**src/rtl/mem_if_pkg.sv**
```systemverilog
// Shared definitions for the memory interface: default widths, write-protect base
// and the access sequencer state encoding.
package mem_if_pkg;

  localparam int ADDR_W_DEF     = 5;
  localparam int DATA_W_DEF     = 16;
  localparam int WPROT_BASE_DEF = 21;

  typedef enum logic [1:0] {
    ST_IDLE   = 2'd0,
    ST_SETUP  = 2'd1,
    ST_STROBE = 2'd2,
    ST_DONE   = 2'd3
  } state_t;

endpackage

```
**src/rtl/mem_access_ctrl.sv**
```systemverilog
// Memory access sequencer: IDLE -> SETUP -> STROBE -> DONE, all outputs registered.
// Optional write protection above WPROT_BASE is enabled by defining MEMCTRL_WPROT_EN.
//
// state  | meaning
// IDLE   | waiting for req; address/data from the last access stay on the bus
// SETUP  | address and write data driven, strobes low
// STROBE | rd or wr high for STROBE_CYCLES cycles; down-counter tracks the remaining cycles
// DONE   | ack (and err for a protected write) pulse, strobes low
module mem_access_ctrl
  import mem_if_pkg::*;
#(
  parameter int ADDR_W        = ADDR_W_DEF,
  parameter int DATA_W        = DATA_W_DEF,
  parameter int STROBE_CYCLES = 1,
  parameter int WPROT_BASE    = WPROT_BASE_DEF
) (
  input  logic              clk,
  input  logic              rst_n,
  input  logic              req,
  input  logic              we,
  input  logic [ADDR_W-1:0] addr,
  input  logic [DATA_W-1:0] wdata,
  output logic              busy,
  output logic              ack,
  output logic [DATA_W-1:0] rdata,
  output logic              err,
  output logic [ADDR_W-1:0] mem_addr,
  output logic              mem_rd,
  output logic              mem_wr,
  output logic [DATA_W-1:0] mem_in,
  input  logic [DATA_W-1:0] mem_out
);

  localparam int          CNT_W    = 2;
  localparam [CNT_W-1:0]  CNT_LOAD = CNT_W'(STROBE_CYCLES - 1);

  state_t              state_q, state_d;
  logic [CNT_W-1:0]    cnt_q, cnt_d;
  logic                we_q, we_d;
  logic [ADDR_W-1:0]   addr_d;
  logic [DATA_W-1:0]   in_d, rdata_d;
  logic                busy_d, ack_d, err_d, rd_d, wr_d;
  logic                prot_hit;

`ifdef MEMCTRL_WPROT_EN
  // mem_addr holds the latched address for the whole access, so this is stable
  assign prot_hit = we_q && (mem_addr >= ADDR_W'(WPROT_BASE));
`else
  assign prot_hit = 1'b0;
`endif

  always_ff @(posedge clk or negedge rst_n) begin
    if (!rst_n) begin
      state_q  <= ST_IDLE;
      cnt_q    <= '0;
      we_q     <= 1'b0;
      mem_addr <= '0;
      mem_in   <= '0;
      rdata    <= '0;
      busy     <= 1'b0;
      ack      <= 1'b0;
      err      <= 1'b0;
      mem_rd   <= 1'b0;
      mem_wr   <= 1'b0;
    end else begin
      state_q  <= state_d;
      cnt_q    <= cnt_d;
      we_q     <= we_d;
      mem_addr <= addr_d;
      mem_in   <= in_d;
      rdata    <= rdata_d;
      busy     <= busy_d;
      ack      <= ack_d;
      err      <= err_d;
      mem_rd   <= rd_d;
      mem_wr   <= wr_d;
    end
  end

  always_comb begin
    state_d = state_q;
    cnt_d   = cnt_q;
    we_d    = we_q;
    addr_d  = mem_addr;
    in_d    = mem_in;
    rdata_d = rdata;
    ack_d   = 1'b0;
    err_d   = 1'b0;
    rd_d    = 1'b0;
    wr_d    = 1'b0;
    case (state_q)
      ST_IDLE: begin
        if (req) begin
          addr_d  = addr;
          in_d    = wdata;
          we_d    = we;
          state_d = ST_SETUP;
        end
      end
      ST_SETUP: begin
        state_d = ST_STROBE;
        cnt_d   = CNT_LOAD;
        rd_d    = !we_q;
        wr_d    = we_q && !prot_hit;
      end
      ST_STROBE: begin
        if (cnt_q == '0) begin
          state_d = ST_DONE;
          ack_d   = 1'b1;
          err_d   = prot_hit;
          if (!we_q) rdata_d = mem_out;
        end else begin
          cnt_d = cnt_q - 1'b1;
          rd_d  = mem_rd;
          wr_d  = mem_wr;
        end
      end
      ST_DONE: state_d = ST_IDLE;
      default: state_d = ST_IDLE;
    endcase
    busy_d = (state_d != ST_IDLE);
  end

endmodule

```
**config.mk**
```make
export PLATFORM = sky130hd
export DESIGN_NAME = mem_access_ctrl
export DESIGN_NICKNAME = d
export VERILOG_FILES = /design/src/rtl/mem_if_pkg.sv /design/src/rtl/mem_access_ctrl.sv
export SDC_FILE = /design/constraint.sdc
export NUM_CORES = 1
export LEC_CHECK = 0
export ABC_AREA = 0
export BUFFER_PORTS_ARGS = -buffer_cell sky130_fd_sc_hd__buf_2
export CELL_PAD_IN_SITES_DETAIL_PLACEMENT = 2
export CELL_PAD_IN_SITES_GLOBAL_PLACEMENT = 2
export CORE_MARGIN = 3
export CORE_UTILIZATION = 30
export DETAILED_ROUTE_END_ITERATION = 10
export PLACE_DENSITY = 0.82
export SETUP_SLACK_MARGIN = 0.1
export SYNTH_ARGS = -nofsm -noshare
export SYNTH_HDL_FRONTEND = slang
export SYNTH_SLANG_ARGS = --single-unit
```
**constraint.sdc**
```tcl
create_clock -name clk -period 2.1 [get_ports clk]
set_input_delay 0.21 -clock clk [delete_from_list [all_inputs] [get_ports clk]]
set_output_delay 0.21 -clock clk [all_outputs]
set_load 0.1 [all_outputs]
```
# Word-level counts from Yosys, hierarchy flattened
# Cells that the tools add are included.
# word_totals
regBits	46
output_inout_bits	42
latch_bits	0
mem_count	0
elab_cells	35
rom_bits	0
ram_bits	0
# op_classes
n_addsub	1
bitwise_logic	1
n_mux	10
n_div	0
n_eq_ne	5
magnitude_cmp	0
reduce_logical	8
n_shift	0
n_mul	0
# ops
cell	n
2-bit case mux with 4 select lines	1
2-bit 2-to-1 mux	3
2-bit equality test (second input constant)	2
2-bit zero test	2
2-bit != test (second input constant)	2
1-bit case mux with 2 select lines	2
2-bit case mux with 2 select lines	1
2-bit AND reduction	2
2-bit nonzero test	2
1-bit 2-to-1 mux	3
3-bit AND reduction	1
2-bit by 1-bit equality test with 1-bit output (second input constant)	1
2-bit by 1-bit subtractor with 2-bit output (second input constant)	1
1-bit zero test	1
1-bit inverter	1

# Depth between registers and ports, before layout
# logic_depth
depth_word	4
ltp_mapped	7
ltp_nobuf	5

# Worst setup path after synthesis
# No wires, ideal clock.
# synth_path
path_type	flip-flop to flip-flop
startpoint	register state_q[0]
endpoint	register rdata[10]
stages_incl_launch_ff	8
slack_ns	0.555
t_arrival_ns	1.420
n_path_buf	2
cell_sequence	dfrtp_1 > inv_1 > ha_1 > and2_4 > nand2b_4 > buf_6 > buf_12 > mux2_4
# synth_via
elab_chain_len	2
# synth_rtl
element	line_no	source
start: declaration	mem_access_ctrl.sv:37	state_t state_q, state_d;
start signal: assignment	mem_access_ctrl.sv:66	state_q <= state_d;
2-bit equality test	mem_access_ctrl.sv:91	case (state_q)
3-bit AND reduction (no line)	-	
end signal: assignment	mem_access_ctrl.sv:71	rdata <= rdata_d;
end: declaration	mem_access_ctrl.sv:25	output logic [DATA_W-1:0] rdata,
# Every way passes these cells.
# A chain may end at the register's enable or synchronous reset.

# Worst setup path after layout
# layout_path
startpoint	register state_q[0]
endpoint	register rdata[1]
# The elaborated chain is that of the path after synthesis.

==> metrics <==
flop and latch count out of synthesis 46; Nets 251; Root Buffer clkbuf_8; Max H-tree Level 2; synth cell count leaders 46 x dfrtp_1, 28 x mux2_2, 10 x mux2_4, 6 x inv_1, 6 x o21ai_0; Num CTS Buffers 5; initial antenna violation count 0; CTS tree yes; Hold Crit Class in -> reg; starting density of the core 31.2%; share of cells above drive strength 1 64.4%; endpoints failing setup 0; Setup Buffers After CTS 0; Post-synth ARST share 100%; Clk pin slew, worst setup/hold paths 90 ps; Worst Setup Start Kind flip-flop; DRC 0; Tmin final 1590 ps; ANT cells 0; grt total ovfl 0; RSZ-0062 raised after global routing no; fmax 631 MHz; status finished clean; hold buffers post-CTS 1; die height 84.7 um; Mapped Cells 118; CP Max Fanout 16; final WL 4340 um; Synth area leader dfrtp_1; synth top area cells dfrtp_1 62%, mux2_2 17%, mux2_4 8.1%; Mapped Avg Cell Area 15.8 um^2; number of iterations in the first detailed-routing pass 6; worst hold start mem_out[13]; Max Clock Skew 8.90 ps; core area 5960 um^2; Layout fillers 639; overall routing resource usage 13.0%; Core Rows 28; Critical R2R Launch state_q[0]; vias per cell 4.49; crit share post-route 75.5%; Final Hold Fails 0; routability cong. 0.734; sequential cell area fraction in the yosys report 61.9%; synth warn 0; relative slew slack 57.0%; Max-cap violations 0; area of the multi-input gates 637 um^2; # IOs 83; port bufs 81; post-synthesis cell type count 21; clock sinks 46; worst slew pin tran 645 ps; total area of sequential cells 1150 um^2; post_cts resized 0; Final Non-Filler Cells 280; via count 1256; area grow syn2layout 32.0%; largest net degree at the start of global routing 29; Post-Syn Area 1860 um^2; CP arrival 1770 ps; Final Slew Violations 0; Clock Tree Buf Depth 2; top_reg_cell synth dfrtp_1; Setup TNS 0 ps; count leader, synth dfrtp_1; top cell type's share of synthesized area 61.9%; Syn Nets 164; drt wl/cell 15.5 um; EDFF count, synth 0; Starting DRT DRC Count 21; CP startpoint state_q[0]; Critical Path RT 2290 ps; Worst-Skew Late Latency 300 ps; DIE WIDTH 84.7 um; vias in the first global route 1458; hpwl dp 3310 um; antenna-violating nets left 0; Worst Path Class, Setup reg -> reg; Die ar. 7180 um^2; first-pass GRT wire length 7330 um; cell total after placement 272; crit path capture type flip-flop
registers in the layout, indices dropped and copies added (netlist names):
name and cells:
mem_in 16, rdata 16, mem_addr 5, cnt_q 2, state_q 2, ack 1, busy 1, mem_rd 1
mem_wr 1, we_q 1
path summary, 6_finish.rpt:
kind,to,slack [ps],cells past startpoint
worst min register to register,mem_in[8],500,1
worst max-delay path,rdata[1],510,5
max in group asynchronous,mem_in[13],1020,3
min in group asynchronous,rdata[0],470,2
worst min-delay path,rdata[13],140,2
worst max register to register,rdata[1],510,5
worst max-delay path, stage by stage (launching register included):
cell,delay [ps]
dfrtp_1,360
inv_1,90
ha_1,250
and2_4,170
nand2b_4,240
mux2_2,380
per-layer routing:
metal  wire (um)  part of all wire, %  GRT usage, %
met3         326                  7.5          3.34
met2        2030                   47          20.1
met5           0                    0             0
met1        1950                   45          17.9
met4          38                 0.88          4.32
cell type report:
class,instances,share of cell area (%)
Clock buffer,6,3.36
Inverter,6,0.917
Multi-Input combinational cell,61,25.9
Tap cell,75,3.82
Timing Repair Buffer,85,17.8
Sequential cell,46,46.9
Clock inverter,1,1.22
layout by cell type (no fill, tap or decap), types with 2 or more instances in the layout:
master,n
buf_2,81
dfrtp_1,46
mux2_2,28
mux2_4,10
inv_1,6
o21ai_0,6
clkbuf_8,6
ha_1,5
buf_4,3
nor2_1,2
through the flow:
step	instance area [um^2]	setup WS, ps	utilization, %	hold slack (ps)
global route	2450	431	41.2	122
CTS	2450	478	41.2	130
finish	2450	515	41.2	141
floorplan	1860	555	-	-85.6
detailed placement	2330	485	39.2	282
global placement	2330	573	39.2	272
kinds of logic after synthesis:
group	share of synthesized area, %
AO/OA/AOI/OAI	1.88
adder cells (fa/ha/maj)	3.36
buffers and inverters	3.84
flip-flops	61.9
multiplexers	25.6
other	0.202
AND/OR/NAND/NOR	3.23
Power is left out: the tool's default activity adds up to more than one toggle a clock period on the data nets, which glitch-free logic cannot reach.
